### config.mk
export PLATFORM = sky130hd
export DESIGN_NAME = fetch_ctrl
export DESIGN_NICKNAME = d
export VERILOG_FILES = /design/src/rtl/sirius_pkg.sv /design/src/rtl/fetch_ctrl.sv
export SDC_FILE = /design/constraint.sdc
export NUM_CORES = 1
export LEC_CHECK = 0
export ABC_CLOCK_PERIOD_IN_PS = 3100
export BUFFER_PORTS_ARGS = -buffer_cell sky130_fd_sc_hd__buf_2
export CORE_MARGIN = 2
export CORE_UTILIZATION = 46
export CTS_CLUSTER_SIZE = 24
export DETAILED_ROUTE_END_ITERATION = 10
export PLACE_DENSITY = 0.9
export SYNTH_ARGS = -nofsm -noshare
export SYNTH_HDL_FRONTEND = slang
export SYNTH_SLANG_ARGS = --single-unit
### constraint.sdc
create_clock -name clk -period 3.1 [get_ports clk]
set_clock_uncertainty 0.15 [all_clocks]
set_input_delay 0.62 -clock clk [delete_from_list [all_inputs] [get_ports clk]]
set_output_delay 0.62 -clock clk [all_outputs]
set_load 0.01 [all_outputs]
### src/rtl/sirius_pkg.sv
// Shared fetch-side types: fetch FSM state encoding and fetch fault codes.
package sirius_pkg;

  localparam int unsigned XLEN      = 32;
  localparam int unsigned EXC_CODEW = 2;

  typedef enum logic [2:0] {
    IDLE  = 3'd0,
    REQ   = 3'd1,
    WAIT  = 3'd2,
    DRAIN = 3'd3,
    FAULT = 3'd4
  } fetch_state_e;

  localparam logic [EXC_CODEW-1:0] EXC_TLB_REFILL  = 2'd0;
  localparam logic [EXC_CODEW-1:0] EXC_TLB_INVALID = 2'd1;
  localparam logic [EXC_CODEW-1:0] EXC_ADDR_ERR    = 2'd2;

  // Illegal address outranks a refill, which outranks an invalid entry.
  function automatic logic [EXC_CODEW-1:0] tlb_exc_code(input logic illegal, input logic miss);
    if (illegal)   return EXC_ADDR_ERR;
    else if (miss) return EXC_TLB_REFILL;
    else           return EXC_TLB_INVALID;
  endfunction

endpackage

### src/rtl/fetch_ctrl.sv
// Instruction fetch controller: one outstanding memory request, FIFO push of the
// returned word pair, TLB fault reporting and redirect flush.
module fetch_ctrl
  import sirius_pkg::*;
(
  input  logic                 clk,
  input  logic                 rst,
  input  logic [XLEN-1:0]      pc_address,
  input  logic [XLEN-1:0]      pc_address_psy,
  input  logic                 tlb_miss,
  input  logic                 tlb_illegal,
  input  logic                 tlb_invalid,
  input  logic                 tlb_uncached,
  input  logic                 redirect,
  input  logic                 fifo_full,
  output logic                 pc_en,
  output logic                 inst_ok_1,
  output logic                 inst_ok_2,
  output logic                 ireq_valid,
  input  logic                 ireq_ready,
  output logic [XLEN-1:0]      ireq_addr,
  output logic                 ireq_uncached,
  input  logic                 irsp_valid,
  input  logic [XLEN-1:0]      irsp_data0,
  input  logic [XLEN-1:0]      irsp_data1,
  output logic                 fifo_push0,
  output logic                 fifo_push1,
  output logic [XLEN-1:0]      fifo_pc,
  output logic [XLEN-1:0]      fifo_inst0,
  output logic [XLEN-1:0]      fifo_inst1,
  output logic                 fetch_exc,
  output logic [EXC_CODEW-1:0] fetch_exc_code
);

  fetch_state_e         state_q, state_d;
  logic [XLEN-1:0]      tag_q;
  logic                 tag_unc_q;
  logic [EXC_CODEW-1:0] exc_code_q;
  logic                 hold_q;
  logic [XLEN-1:0]      hold_addr_q;
  logic [XLEN-1:0]      hold_pc_q;
  logic                 hold_unc_q;

  logic                 tlb_fault;
  logic                 req_fire;
  logic [XLEN-1:0]      req_addr;
  logic [XLEN-1:0]      req_pc;
  logic                 req_unc;

  // A request stalled on ireq_ready replays its first-cycle snapshot so the
  // channel stays stable even if the PC-side inputs wander.
  assign tlb_fault = tlb_miss | tlb_invalid | tlb_illegal;
  assign req_addr  = hold_q ? hold_addr_q : pc_address_psy;
  assign req_pc    = hold_q ? hold_pc_q   : pc_address;
  assign req_unc   = hold_q ? hold_unc_q  : tlb_uncached;

  // Next-state and output decode; everything reads as zero while rst is high.
  always_comb begin
    state_d        = state_q;
    req_fire       = 1'b0;
    pc_en          = 1'b0;
    inst_ok_1      = 1'b0;
    inst_ok_2      = 1'b0;
    ireq_valid     = 1'b0;
    ireq_addr      = '0;
    ireq_uncached  = 1'b0;
    fifo_push0     = 1'b0;
    fifo_push1     = 1'b0;
    fifo_pc        = '0;
    fifo_inst0     = '0;
    fifo_inst1     = '0;
    fetch_exc      = 1'b0;
    fetch_exc_code = EXC_TLB_REFILL;
    if (!rst) begin
      case (state_q)
        IDLE: begin
          pc_en = 1'b1;
          if (redirect)       state_d = IDLE;
          else if (tlb_fault) state_d = FAULT;
          else if (!fifo_full) state_d = REQ;
        end
        REQ: begin
          pc_en = 1'b1;
          if (!tlb_fault) begin
            ireq_valid    = 1'b1;
            ireq_addr     = req_addr;
            ireq_uncached = req_unc;
            req_fire      = ireq_ready;
          end
          if (req_fire)       state_d = redirect ? DRAIN : WAIT;
          else if (redirect)  state_d = IDLE;
          else if (tlb_fault) state_d = FAULT;
        end
        WAIT: begin
          pc_en = 1'b1;
          if (irsp_valid) begin
            state_d = IDLE;
            if (!redirect) begin
              fifo_push0 = 1'b1;
              inst_ok_1  = 1'b1;
              fifo_push1 = ~tag_q[2] & ~tag_unc_q;
              inst_ok_2  = ~tag_q[2] & ~tag_unc_q;
              fifo_pc    = tag_q;
              fifo_inst0 = irsp_data0;
              fifo_inst1 = irsp_data1;
            end
          end else if (redirect) begin
            state_d = DRAIN;
          end
        end
        DRAIN: begin
          if (irsp_valid) state_d = IDLE;
        end
        FAULT: begin
          fetch_exc      = 1'b1;
          fetch_exc_code = exc_code_q;
          if (redirect) state_d = IDLE;
        end
        default: state_d = IDLE;
      endcase
    end
  end

  always_ff @(posedge clk) begin
    if (rst) begin
      state_q     <= IDLE;
      tag_q       <= '0;
      tag_unc_q   <= 1'b0;
      exc_code_q  <= EXC_TLB_REFILL;
      hold_q      <= 1'b0;
      hold_addr_q <= '0;
      hold_pc_q   <= '0;
      hold_unc_q  <= 1'b0;
    end else begin
      state_q <= state_d;
      if (req_fire) begin
        tag_q     <= req_pc;
        tag_unc_q <= req_unc;
      end
      if (state_q != FAULT && state_d == FAULT)
        exc_code_q <= tlb_exc_code(tlb_illegal, tlb_miss);
      hold_q <= (state_q == REQ) && (state_d == REQ);
      if (state_q == REQ && !hold_q) begin
        hold_addr_q <= pc_address_psy;
        hold_pc_q   <= pc_address;
        hold_unc_q  <= tlb_uncached;
      end
    end
  end

endmodule

Yosys cells after proc, flatten, opt, wreduce, memory -nomap -nowiden
Cells that the tools add are included.
{ "classes": {"eq_ne": 7, "n_mux": 58, "bitwise_logic": 5, "reduce_logical": 6} }
{ "ops": {"columns": ["op", "count"], "rows": [
  ["32-bit 2-to-1 mux", 17],
  ["3-bit 2-to-1 mux", 11],
  ["1-bit 2-to-1 mux", 26],
  ["3-bit one-hot mux with 5 select lines", 1],
  ["3-bit by 1-bit == test with 1-bit output, second input constant", 2],
  ["3-bit by 2-bit == test with 1-bit output, second input constant", 2],
  ["3-bit == test, second input constant", 2],
  ["2-bit 2-to-1 mux", 3],
  ["1-bit logical AND", 3],
  ["3-bit logical NOT", 1],
  ["3-bit != test, second input constant", 1],
  ["3-bit OR reduction", 1],
  ["1-bit inverter", 2],
  ["1-bit OR", 2],
  ["1-bit bitwise AND", 1],
  ["1-bit logical NOT", 1]
]} }
{ "totals": {"ff_bits": 104, "output_inout_bits": 138, "word_cells": 84} }

Depth between registers and ports, before layout
{ "logic_depth": {"word_depth": 10, "mapped_depth": 8, "ltp_nobuf": 4} }

Worst setup path before layout
No wires, ideal clock.
{ "synth_timing": {"kind": "input -> output", "start": "input tlb_illegal", "end": "output ireq_addr[10]", "t_arrival_ns": 2.032, "required_ns": 2.330, "slack_ns": 0.298, "cell_stages": 6, "path_buffers": 3, "path_cell_list": "or3_1 -> clkbuf_1 -> or3_1 -> clkbuf_1 -> clkbuf_1 -> nor2_1"} }
{ "synth_between": {"elab_chain_cells": 4} }
{ "synth_rtl": {"columns": ["element", "line", "source"], "rows": [
  ["from (decl)", "fetch_ctrl.sv:11", "input logic tlb_illegal,"],
  ["1-bit OR", "fetch_ctrl.sv:52", "assign tlb_fault = tlb_miss | tlb_invalid | tlb_illegal;"],
  ["32-bit 2-to-1 mux", "fetch_ctrl.sv:84", "if (!tlb_fault) begin"],
  ["32-bit 2-to-1 mux", "fetch_ctrl.sv:75", "case (state_q)"],
  ["32-bit 2-to-1 mux", "fetch_ctrl.sv:74", "if (!rst) begin"],
  ["to (decl)", "fetch_ctrl.sv:21", "output logic [XLEN-1:0] ireq_addr,"]
]} }
No other way between the ends.

Worst setup path after layout
{ "layout_timing": {"start": "register state_q[0]", "end": "output ireq_addr[14]"} }
{ "layout_between": {"elab_chain_cells": 3} }
{ "layout_rtl": {"columns": ["element", "line", "source"], "rows": [
  ["from (decl)", "fetch_ctrl.sv:35", "fetch_state_e state_q, state_d;"],
  ["from (signal assigned)", "fetch_ctrl.sv:135", "state_q <= state_d;"],
  ["3-bit by 1-bit == test with 1-bit output", "fetch_ctrl.sv:75", null],
  ["32-bit 2-to-1 mux", "fetch_ctrl.sv:75", null],
  ["32-bit 2-to-1 mux", "fetch_ctrl.sv:74", null]
]} }
No other way between the ends.

==> flow_metrics.tcl <==
set metrics [dict create \
    status "finished clean" \
    clk_latency_ns 0.34 \
    cts_buffer_depth 2 \
    cap_violations 0 \
    synth_flop_cell "dfxtp_1" \
    ant_nets 0 \
    n_antenna_cell 0 \
    antenna_found_initial 1 \
    fin_nets 1039 \
    via_count 5303 \
    core_area_mm2 0.01137 \
    fin_crit_sh_pct 93.90 \
    whs_endpoint "hold_pc_q[29]" \
    grt.busiest_layer "met2" \
    fin_util_pct 62.25 \
    setup_tns_ns 0 \
    grt_max_degree 85 \
    static-leakage-power_uw 0.003076 \
    r2r_setup_slack_ns 0.75 \
    hpwl_um 10850 \
    grtUsageTotal_pct 23.30 \
    ys_warn_count 0 \
    synth_area_leaders "dfxtp_1 39%, mux2i_1 12%, and2_1 11%" \
    min_from "hold_pc_q[29]" \
    rsz0062_at_grt "no" \
    cp.arrival_ns 2.14 \
    syn_nets 801 \
    cts_hold_buf 0 \
    setup_violations 0 \
    netlist.top_cell.by_area "dfxtp_1" \
    cp_data_required_time_ns 2.33 \
    finalHoldViolCount 0 \
    endpoint_kind "output port" \
    fp.dieArea_mm2 0.01251 \
    gp_congestion 0.8848 \
    cts_max_level 3 \
    syn2layout_area_growth_pct 32.23 \
    drv_slew 0 \
    cts_buffers 9 \
    rows 39 \
    slowest_delay_ns 0.50 \
    cts_resized 0 \
    drc 0 \
    postSynth.asyncResetShare_pct 0 \
    use_met2_pct 36.61 \
    syn_area_per_cell_um2 8.073 \
    worstMarginPinSlew_ns 0.6556 \
    initial_core_util_pct 47.08 \
    grt_overflow 0 \
    ir_drop_mv 0.3929 \
    start_kind "flip-flop" \
    vias_per_cell 5.060 \
    dieHeight_um 111.9 \
    grt_pass1_wl_um 23940 \
    rr_endpoint "hold_addr_q[13]" \
    use_met1_pct 32.15 \
    netlist.area_leader.share_pct 38.90 \
    ys_ff_latch 104 \
    cts_sinks 104 \
    r2r_start "state_q[0]" \
    grt_pass1_vias 4885 \
    path_cells "or3b_1 > or3_1 > buf_4 > nor2_1 > buf_2" \
    first_pass_iters 5 \
    worstSetupPathType "flip-flop to output port" \
    synth_area_mm2 0.005353 \
    slew-limit-headroom_pct 56.29 \
    timing.final.crit_period_ns 2.911 \
    wl_per_cell_um 14.49 \
    p_per_area_mw_per_mm2 372.3 \
    ios 276 \
    path_clk_slew_ns 0.06 \
    hp-class "flip-flop to flip-flop" \
    wl_um 15180 \
    whs_ns 0.3048 \
    hold_depth 2 \
    port_buffers 275 \
    drtIter0Drc 360 \
    fmax_mhz 343.5 \
    drive_gt1_share_pct 37.24 \
    synth_cells 663 \
    synth_edf_count 0 \
    ff2ff_path_depth 6 \
    cp_slowest_cell "dfxtp_1" \
    yosys.cell_types.count 34 \
    cts_setup_buffers 0 \
    cts_tree "built" \
    ys_seq_area_share_pct 38.90 \
    grt_use_met3_pct 5.716 \
    die_w_um 111.9 \
    cts_root_buf "clkbuf_16" \
    worst-path-max-fanout 34 \
]
-- cells in the mapped netlist (2+ instances only) --
master,n
a21oi_1,69
nor3_1,2
buf_4,6
or3_1,4
inv_1,2
nor3b_1,2
dfxtp_1,104
clkbuf_1,38
nand2_1,134
a211oi_2,28
buf_2,7
mux2i_1,65
nand3_1,2
o21ai_0,3
buf_1,5
a211oi_1,5
buf_6,3
or2_2,2
nor2_1,70
and2_1,98
-- sequential cells by signal, indices dropped and copies added, names as in the netlist --
register and count:
exc_code_q 2, tag_q 32, hold_pc_q 32, tag_unc_q 1, hold_unc_q 1, hold_addr_q 32, hold_q 1, state_q 3
-- through the flow --
step	setup WS [ns]	total power (µW)	instance area (µm²)	cells
final	0.1891	2635	7078	1048
after global placement	0.3905	1560	6785	1033
after global routing	0.07502	2723	7078	1048
after CTS	0.2093	2656	7078	1048
after detailed placement	0.3326	1564	6785	1033
after floorplan	0.2978	1448	5353	663
-- cell type report --
type	count	area, µm²
inverters	2	7.507
fillers	983	4292
repair buffers	286	1511
multi-input cells	498	3002
well taps	143	178.9
flip-flops and latches	104	2086
clock inverters	2	12.51
clock buffers	13	280.3
-- placed cells by master (no fill, tap or decap), types with 3 or more instances in the layout --
cell type / Yosys / layout
nor2_1: 70 / 69
and2_1: 98 / 98
o21ai_0: 3 / 3
a211oi_2: 28 / 28
clkbuf_16: 0 / 9
buf_4: 6 / 8
a211oi_1: 5 / 5
a21oi_1: 69 / 69
dfxtp_1: 104 / 103
buf_12: 0 / 4
nand2_1: 134 / 134
clkbuf_8: 0 / 4
buf_2: 7 / 274
or3_1: 4 / 4
mux2i_1: 65 / 65
-- worst max path at each step --
stage	from	endpoint	slack [ns]	depth (start not counted)
finish	state_q[0]	ireq_addr[14]	0.19	5
global route	state_q[0]	ireq_addr[4]	0.08	5
CTS	state_q[0]	ireq_addr[14]	0.21	5
detailed placement	tlb_illegal	ireq_addr[14]	0.33	6
global placement	tlb_illegal	ireq_addr[6]	0.39	6
floorplan	tlb_illegal	ireq_addr[10]	0.30	6
-- critical path, delay by kind of cell (launching register included) --
kind | cells | cell delay [ns]
buffers and inverters | 2 | 0.39
DFF | 1 | 0.50
and+or+nand+nor | 3 | 0.89
-- cells by family (layout without fill, tap and decap cells) --
kind of cell	count (synthesis)	in the layout	synth area share, %
muxes	65	65	12.16
and+or+nand+nor	324	324	28.94
DFF	104	104	38.90
AOI/OAI and AO/OA	109	109	14.73
buffers and inverters	61	303	5.283
-- power by group --
part           switching (µW)  internal, µW  total [µW]  leakage [µW]
clock                     473           627        1100      0.000144
sequential               4.84          1340        1350      0.000839
combinational            99.8          89.8         190       0.00209
total                     577          2060        2640       0.00308
-- per-layer routing --
layer / vias up / part of all wire [%]
met5: - / 0.059
met4: 2 / 1.2
met3: 19 / 7.2
met2: 195 / 46
met1: 2429 / 46
li1: 2658 / -
(Power assumes the default switching activity.)
